File: config.mk
export PLATFORM = sky130hd
export DESIGN_NAME = bit_seq_gen
export DESIGN_NICKNAME = d
export VERILOG_FILES = /design/src/rtl/bits_pkg.sv /design/src/rtl/piso_shift.sv /design/src/rtl/bit_seq_gen.sv
export SDC_FILE = /design/constraint.sdc
export NUM_CORES = 1
export LEC_CHECK = 0
export CAP_MARGIN = 30
export CORE_MARGIN = 4
export CORE_UTILIZATION = 40
export DETAILED_ROUTE_END_ITERATION = 7
export GPL_ROUTABILITY_DRIVEN = 1
export PLACE_DENSITY_LB_ADDON = 0.25
export SLEW_MARGIN = 0
export SYNTH_ARGS = -nofsm -noshare
export SYNTH_HDL_FRONTEND = slang
export SYNTH_SLANG_ARGS = --single-unit
File: constraint.sdc
create_clock -name clk -period 7.71 [get_ports clk]
set_clock_uncertainty 0.1 [all_clocks]
set_input_delay 1.542 -clock clk [delete_from_list [all_inputs] [get_ports clk]]
set_output_delay 1.542 -clock clk [all_outputs]
set_load 0.005 [all_outputs]
File: src/rtl/bits_pkg.sv
`default_nettype none
// ============================================================================
// Module      : bits_pkg
// Description : Shared state encoding and helpers for the bit-sequence blocks
//               (transmitter and detector FSMs share the 2-bit state width).
// Revision    : 1.0 - initial release
// ============================================================================
package bits_pkg;

    localparam int STATE_W = 2;

    typedef enum logic [STATE_W-1:0] {
        ST_IDLE  = 2'd0,
        ST_SHIFT = 2'd1,
        ST_GAP   = 2'd2,
        ST_DONE  = 2'd3
    } state_t;

    // Width of a down-counter that must hold values 0..n-1 (at least 1 bit).
    function automatic int cnt_width(input int n);
        return (n < 2) ? 1 : $clog2(n);
    endfunction

endpackage
`default_nettype wire

File: src/rtl/piso_shift.sv
`default_nettype none
// ============================================================================
// Module      : piso_shift
// Description : Parallel-load, MSB-first shift register. The active pattern is
//               left-aligned on load so bit [len-1] appears on dout first; zeros
//               fill from the bottom, so dout reads 0 once the frame has drained.
// Revision    : 1.0 - initial release
// ============================================================================
module piso_shift #(
    parameter int WIDTH = 8,
    parameter int LEN_W = $clog2(WIDTH + 1)
) (
    input  logic             clk,
    input  logic             rst,
    input  logic             load,
    input  logic             shift,
    input  logic [WIDTH-1:0] din,
    input  logic [LEN_W-1:0] len,
    output logic             dout
);

    localparam logic [LEN_W-1:0] c_WIDTH_L = LEN_W'(WIDTH);

    logic [WIDTH-1:0] r_sr;

    // Load left-aligned pattern, or shift one place toward the MSB.
    always_ff @(posedge clk) begin
        if (rst) begin
            r_sr <= '0;
        end else if (load) begin
            r_sr <= din << (c_WIDTH_L - len);
        end else if (shift) begin
            r_sr <= {r_sr[WIDTH-2:0], 1'b0};
        end
    end

    assign dout = r_sr[WIDTH-1];

endmodule
`default_nettype wire

File: src/rtl/bit_seq_gen.sv
`default_nettype none
// ============================================================================
// Module      : bit_seq_gen
// Description : Serial bit-pattern transmitter. Captures a pattern, shifts it
//               out MSB-first, repeats it N times (or until stop when N=0), with
//               an optional idle gap between frames. All outputs are flops.
// Revision    : 1.0 - initial release
// ============================================================================
module bit_seq_gen
    import bits_pkg::*;
#(
    parameter int WIDTH = 8,
    parameter int CNT_W = 4,
    parameter int GAP   = 0,
    parameter int LEN_W = $clog2(WIDTH + 1)
) (
    input  logic             clk,
    input  logic             rst,
    input  logic             start,
    input  logic [WIDTH-1:0] pattern,
    input  logic [LEN_W-1:0] len,
    input  logic [CNT_W-1:0] repeat_n,
    input  logic             stop,
    output logic             out,
    output logic             out_valid,
    output logic             frame_start,
    output logic             busy,
    output logic             done
);

    localparam logic [LEN_W-1:0] c_WIDTH_L  = LEN_W'(WIDTH);
    localparam int               c_GAP_W    = cnt_width(GAP);
    localparam logic [c_GAP_W-1:0] c_GAP_LAST = c_GAP_W'((GAP > 0) ? GAP - 1 : 0);
    localparam bit               c_HAS_GAP  = (GAP > 0);

    state_t             r_state;
    logic [LEN_W-1:0]   r_bitcnt;   // bits still to send after the current one
    logic [CNT_W-1:0]   r_frmcnt;   // frames left including current; 0 = endless
    logic [c_GAP_W-1:0] r_gapcnt;
    logic               r_stop;
    logic [WIDTH-1:0]   r_pat;
    logic [LEN_W-1:0]   r_len;
    logic               r_out_valid;
    logic               r_frame_start;
    logic               r_busy;
    logic               r_done;

    state_t             w_state_nxt;
    logic               w_load;
    logic               w_shift;
    logic               w_capture;
    logic [WIDTH-1:0]   w_din;
    logic [LEN_W-1:0]   w_len_ld;
    logic [LEN_W-1:0]   w_bitcnt_nxt;
    logic [CNT_W-1:0]   w_frmcnt_nxt;
    logic [c_GAP_W-1:0] w_gapcnt_nxt;
    logic               w_len_ok;
    logic               w_stop_seen;
    logic               w_stop_nxt;

    // stop only counts while a run is active; it is forgotten on return to IDLE.
    assign w_len_ok    = (len != '0) && (len <= c_WIDTH_L);
    assign w_stop_seen = r_stop | (stop & (r_state != ST_IDLE));
    assign w_stop_nxt  = w_stop_seen & (w_state_nxt != ST_IDLE);

    // Next-state, counter and shift-register control decode.
    always_comb begin
        w_state_nxt  = r_state;
        w_load       = 1'b0;
        w_shift      = 1'b0;
        w_capture    = 1'b0;
        w_din        = r_pat;
        w_len_ld     = r_len;
        w_bitcnt_nxt = r_bitcnt;
        w_frmcnt_nxt = r_frmcnt;
        w_gapcnt_nxt = r_gapcnt;
        case (r_state)
            ST_IDLE: begin
                if (start && w_len_ok) begin
                    w_capture    = 1'b1;
                    w_load       = 1'b1;
                    w_din        = pattern;
                    w_len_ld     = len;
                    w_bitcnt_nxt = len - 1'b1;
                    w_frmcnt_nxt = repeat_n;
                    w_state_nxt  = ST_SHIFT;
                end
            end
            ST_SHIFT: begin
                if (r_bitcnt != '0) begin
                    w_shift      = 1'b1;
                    w_bitcnt_nxt = r_bitcnt - 1'b1;
                end else begin
                    // Frame boundary: the count never moves in endless mode.
                    if (r_frmcnt != '0) begin
                        w_frmcnt_nxt = r_frmcnt - 1'b1;
                    end
                    if (!w_stop_seen && (r_frmcnt != CNT_W'(1))) begin
                        if (c_HAS_GAP) begin
                            w_shift      = 1'b1;
                            w_gapcnt_nxt = c_GAP_LAST;
                            w_state_nxt  = ST_GAP;
                        end else begin
                            w_load       = 1'b1;
                            w_bitcnt_nxt = r_len - 1'b1;
                        end
                    end else begin
                        // Drain the last bit so out returns to 0.
                        w_shift     = 1'b1;
                        w_state_nxt = ST_DONE;
                    end
                end
            end
            ST_GAP: begin
                if (r_gapcnt != '0) begin
                    w_gapcnt_nxt = r_gapcnt - 1'b1;
                end else if (w_stop_seen) begin
                    w_state_nxt = ST_DONE;
                end else begin
                    w_load       = 1'b1;
                    w_bitcnt_nxt = r_len - 1'b1;
                    w_state_nxt  = ST_SHIFT;
                end
            end
            ST_DONE: begin
                w_state_nxt = ST_IDLE;
            end
            default: begin
                w_state_nxt = ST_IDLE;
            end
        endcase
    end

    // State, counters, captured request and registered status outputs.
    always_ff @(posedge clk) begin
        if (rst) begin
            r_state       <= ST_IDLE;
            r_bitcnt      <= '0;
            r_frmcnt      <= '0;
            r_gapcnt      <= '0;
            r_stop        <= 1'b0;
            r_pat         <= '0;
            r_len         <= '0;
            r_out_valid   <= 1'b0;
            r_frame_start <= 1'b0;
            r_busy        <= 1'b0;
            r_done        <= 1'b0;
        end else begin
            r_state       <= w_state_nxt;
            r_bitcnt      <= w_bitcnt_nxt;
            r_frmcnt      <= w_frmcnt_nxt;
            r_gapcnt      <= w_gapcnt_nxt;
            r_stop        <= w_stop_nxt;
            if (w_capture) begin
                r_pat <= pattern;
                r_len <= len;
            end
            r_out_valid   <= (w_state_nxt == ST_SHIFT);
            r_frame_start <= w_load;
            r_busy        <= (w_state_nxt != ST_IDLE);
            r_done        <= (w_state_nxt == ST_DONE);
        end
    end

    piso_shift #(
        .WIDTH (WIDTH),
        .LEN_W (LEN_W)
    ) u_piso (
        .clk   (clk),
        .rst   (rst),
        .load  (w_load),
        .shift (w_shift),
        .din   (w_din),
        .len   (w_len_ld),
        .dout  (out)
    );

    assign out_valid   = r_out_valid;
    assign frame_start = r_frame_start;
    assign busy        = r_busy;
    assign done        = r_done;

endmodule
`default_nettype wire

# [Word level (Yosys, flattened, before mapping)]
# Cells that the tools add are included.
[word_totals] ff_bits=36 inputBits=20 out_inout_bits=5 word_cells=83
[classes] addsub=6 order_cmp=1 n_eq_ne=12 shifts=1 muxes=33 bitwise=3 n_reduce_logical=15
[op_table] op="$mux W4" n=10
[op_table] op="$mux W8" n=4
[op_table] op="$sub A4 B1 Y4 const B" n=4
[op_table] op="$pmux W4 S3" n=1
[op_table] op="$reduce_bool A4 Y1" n=3
[op_table] op="$mux W1" n=10
[op_table] op="$mux W2" n=5
[op_table] op="$ne A2 B2 Y1 const B" n=5
[op_table] op="$pmux W2 S4" n=1
[op_table] op="$pmux W4 S2" n=1
[op_table] op="$reduce_bool A2 Y1" n=4
[op_table] op="$shl A8 B4 Y8" n=1
[op_table] op="$eq A2 B2 Y1 const B" n=3
[op_table] op="$reduce_and A5 Y1" n=1
[op_table] op="$eq A2 B1 Y1 const B" n=2
[op_table] op="$le A4 B4 Y1 const B" n=1
[op_table] op="$ne A4 B1 Y1 const B" n=1
[op_table] op="$reduce_and A4 Y1" n=1
[op_table] op="$sub A4 B4 Y4 const A" n=1
[op_table] op="$logic_and A1 B1 Y1" n=3
[op_table] op="$ne A3 B3 Y1 const B" n=1
[op_table] op="$pmux W1 S3" n=1
[op_table] op="$reduce_bool A3 Y1" n=1
[op_table] op="$and A1 B1 Y1" n=2
[op_table] op="4 further kinds" n=4

# [Longest topological paths before layout]
[logic_depth] ltp_word=10 ltp_mapped=15 mapped_depth_nobuf=12

# [Modules after synthesis]
# From an unflattened synthesis, not the netlist that was laid out.
[unflattened] hier_cells=284 hier_area_um2=2288.4
[modules_own_cells] mod="bit_seq_gen" n_inst=1 cells_per_inst=201 area_per_inst_um2=1614.0 seq_area_each_um2=540.5
[modules_own_cells] mod="piso_shift" n_inst=1 cells_per_inst=83 area_per_inst_um2=674.4 seq_area_each_um2=160.2

# [Least setup slack after synthesis]
# No wires, ideal clock.
[synth_path] path_type="in2reg" startpoint="input port len[0]" endpoint="register u_piso.r_sr[6]" arrival_time_ns=4.600 required_ns=7.536 path_slack_ns=2.936 cell_stages=14 n_path_buf=3 path_cell_list="clkbuf_1 > inv_1 > ha_1 > and2b_4 > xnor2_4 > nand2_1 > buf_4 > clkbuf_1 > a21oi_1 > ha_1 > xor2_1 > mux4_2 > o21a_1 > nor3_2"
[synth_via] elab_chain_len=8
[synth_rtl] item="start, declared" line_no="bit_seq_gen.sv:21" source="input logic [LEN_W-1:0] len,"
[synth_rtl] item="$le A4 B4 Y1 or $reduce_bool A4 Y1 (tied branches)" line_no="bit_seq_gen.sv:62" source="assign w_len_ok = (len != '0) && (len <= c_WIDTH_L);"
[synth_rtl] item="$logic_and A1 B1 Y1" line_no="bit_seq_gen.sv:62"
[synth_rtl] item="$logic_and A1 B1 Y1" line_no="bit_seq_gen.sv:79" source="if (start && w_len_ok) begin"
[synth_rtl] item="$mux W4" line_no="bit_seq_gen.sv:79"
[synth_rtl] item="$mux W4" line_no="bit_seq_gen.sv:77" source="case (r_state)"
[synth_rtl] item="$sub A4 B4 Y4" line_no="piso_shift.sv:31" source="r_sr <= din << (c_WIDTH_L - len);"
[synth_rtl] item="$shl A8 B4 Y8" line_no="piso_shift.sv:31"
[synth_rtl] item="$mux W8" line_no="piso_shift.sv:30" source="end else if (load) begin"
[synth_rtl] item="end signal, assigned" line_no="piso_shift.sv:31"
[synth_rtl] item="end signal, assigned" line_no="piso_shift.sv:33" source="r_sr <= {r_sr[WIDTH-2:0], 1'b0};"
[synth_rtl] item="end, declared" line_no="piso_shift.sv:24" source="logic [WIDTH-1:0] r_sr;"
# Parallel ways exist; a longest one is shown, timed or not.
# A chain may end at the register's enable or synchronous reset.

# [Worst setup path in the final report]
# Ends and elaborated chain as after synthesis.

==> results.py <==
metrics = {
    "synthesis": {
        "synth_flop_cell": "dfxtp_1",
        "syn-num-nets": 332,
        "syn_inst": 300,
        "synth_enable_flop_cells": 0,
        "yosysUniqueCellTypes": 56,
        "ys_top_cells_by_area": "dfxtp_1, ha_1, mux2i_1, nor2_1, a21oi_1",
        "synth_warnings": 0,
        "ys_seq_area_frac": 0.2935,
        "avgSynthCellArea_um2": 7.958,
        "ys_ff_latch": 35,
        "syn-cell-area_mm2": 0.002387,
        "synth_largest_area_cell": "dfxtp_1",
        "synthArstFlopShare": 0,
        "synth_top_area_share": 0.2935,
    },
    "timing": {
        "min_period_ps": 5215,
        "finalCritPeriodShare": 0.6764,
        "setup_viol": 0,
        "setup_slack_ps": 2495,
        "final-max-slew-violation-count": 0,
        "setup_tns_ps": 0,
        "max_freq_mhz": 191.7,
        "rsz0062_at_grt": "false",
        "slew_headroom": 0.4800,
        "tightest_slew_ps": 777.2,
        "whs_ps": 355.6,
        "hold_violations": 0,
    },
    "critical_path": {
        "r2r_cells": 10,
        "reg2reg_slack_ps": 4300,
        "cp_slowest_cell": "clkdlybuf4s50_1",
        "crit_chain": "clkdlybuf4s50_1 > inv_1 > ha_1 > and2b_4 > xnor2_4 > nand2_1 > a21oi_1 > ha_1 > xor2_1 > mux4_2 > o21a_1 > nor3_2",
        "cp.required_ps": 7820,
        "critical-path-top-delay-family": "buffers and inverters",
        "cp_num_buf_inv": 2,
        "cp.arrival_ps": 5330,
        "critical_path.max_fanout": 20,
        "critPathKind": "input port to register",
        "cp.depth": 12,
        "crit_top_cell": "ha_1",
        "crit_path_start_kind": "input port",
        "slowest_delay_ps": 720,
        "worst_setup_path_end_kind": "register",
    },
    "pwr": {
        "powerDensity_mw_per_mm2": 233.3,
        "p_switching_uw": 234.8,
        "p_leak_nw": 1.030,
        "switching_share": 0.3627,
        "clock_power_share": 0.262,
        "comb_power_share": 0.390,
        "internal-power_uw": 412.6,
        "design_power_total_uw": 647.4,
        "peakVddDrop_mv": 0.1286,
        "p_seq_frac": 0.348,
    },
    "layout": {
        "fin_cells": 390,
        "syn_to_final_growth_pct": 16.25,
        "design_area_mm2": 0.002775,
        "n_fill_cell": 554,
        "nets": 349,
        "postLayoutCoreUtil": 0.4919,
        "drive_above_1_share": 0.08176,
        "antenna_cells": 0,
    },
    "cts": {
        "clock_latency_ps": 300,
        "cts_resized": 0,
        "cts_setup_buffers": 0,
        "cts.path.max_buffers": 2,
        "cts_tree": "yes",
        "htree_num_levels": 2,
        "path_clk_slew_ps": 80,
        "root_buffer": "clkbuf_8",
        "postCtsHoldBufs": 0,
        "cts_made_buffers": 5,
        "cts.sinks": 35,
    },
    "placement": {
        "place_inst": 382,
        "gp_congestion": 0.8353,
        "pre_cts_ws_ps": 2188,
        "hpwl_um": 4057,
        "numPortBuffers": 24,
        "place_area_mm2": 0.002663,
    },
    "drt": {
        "via_per_inst": 5.438,
        "drc": 0,
        "antenna_left": 0,
        "wl_per_cell_um": 14.28,
        "drt_wl_total_um": 5571,
        "drtIter0Drc": 78,
        "dr.pass1.iters": 4,
        "dr_total_vias": 2121,
    },
    "global_route": {
        "track_usage": 0.1585,
        "grt_pass1_wl_um": 9542,
        "grt_max_degree": 34,
        "antenna_found_initial": 0,
        "gr-total-overflow": 0,
        "first_global_vias": 2066,
    },
    "min_path": {
        "hold_depth": 2,
        "holdCritPathClass": "register to register",
    },
    "die": {
        "die_width_um": 85.26,
        "die_area_mm2": 0.007268,
        "die-height_um": 85.26,
        "core_mm2": 0.005642,
        "pin_count": 25,
        "rows": 27,
        "start_util": 0.4232,
    },
    "outcome": {
        "status": "finished, final reports clean",
    },
    "run": {
        "cap_violations": 0,
    },
}
-- cell usage after synthesis (4+ instances only) --
cell type  count
a211oi_1       8
a21oi_1       24
clkbuf_1      10
dfxtp_1       35
ha_1          12
inv_1         19
mux2_2         5
mux2i_1       14
nand2_1       26
nand3_1        7
nor2_1        34
nor3_1         8
nor4_1         4
o21ai_0       24
or3_1          4
xnor2_1        6
-- flip-flops by register name (all words and copies together) (netlist names) --
name,cells
u_piso.r_sr,8
r_bitcnt,4
r_stop,1
r_pat,8
busy,1
frame_start,1
out_valid,1
r_state,2
r_len,4
r_frmcnt,4
done,1
-- power groups by stage --
| stage | Combinational [mW] | Clock, mW | Sequential (mW) |
|---|---|---|---|
| after detailed placement | 0.251 | 0 | 0.229 |
| after global placement | 0.250 | 0 | 0.229 |
| after floorplan | 0.194 | 0 | 0.224 |
| after CTS | 0.253 | 0.175 | 0.225 |
| after global routing | 0.285 | 0.181 | 0.229 |
| final | 0.253 | 0.170 | 0.225 |
-- kinds of logic (layout without fill, tap and decap cells) --
logic type	count (synthesis)	count (layout)	share of synthesized area
adders and majority gates	12	12	0.06289
AOI/OAI and AO/OA	89	89	0.2511
muxes	20	20	0.09171
and+or+nand+nor	98	98	0.1923
xor gates and xnor gates	10	10	0.04770
DFF	35	35	0.2935
buffers and inverters	36	54	0.06080
-- final cells by class --
type / instances / area (um2) / area share
Multi-Input combinational cell: 229 / 1541 / 0.5555
Sequential cell: 35 / 700.7 / 0.2525
Timing Repair Buffer: 26 / 255.2 / 0.09197
Tap cell: 72 / 90.09 / 0.03246
Inverter: 20 / 75.07 / 0.02705
Clock buffer: 5 / 68.82 / 0.02480
Clock inverter: 3 / 43.79 / 0.01578
-- worst paths after layout --
check / start / endpoint
worst max-delay path: len[0] / u_piso.r_sr[6]
worst min register to register: r_pat[7] / r_pat[7]
worst max register to register: r_state[0] / u_piso.r_sr[6]
worst min-delay path: r_pat[7] / r_pat[7]
-- per-layer routing --
| metal | wire length [um] | GRT usage | up-vias |
|---|---|---|---|
| met4 | 70 | 0.04317 | 0 |
| met1 | 2711 | 0.2067 | 989 |
| met3 | 185 | 0.03107 | 6 |
| met2 | 2605 | 0.2655 | 29 |
| li1 | - | - | 1097 |
| met5 | 0 | 0 | - |
-- placed cells by master (no fill, tap or decap), types with 12 or more instances in the layout --
| cell type | synthesis | final |
|---|---|---|
| dfxtp_1 | 35 | 35 |
| nor2_1 | 34 | 34 |
| nand2_1 | 26 | 26 |
| a21oi_1 | 24 | 24 |
| o21ai_0 | 24 | 24 |
| clkdlybuf4s50_1 | 0 | 24 |
| inv_1 | 19 | 19 |
| mux2i_1 | 14 | 14 |
| ha_1 | 12 | 12 |
-- worst min-delay path, delay by kind of cell, from the launching register on --
family,cells,cell delay (ps)
compound gates,1,50
flops,1,310
simple gates,1,50
Note: power is estimated with default switching activity, not from simulation.
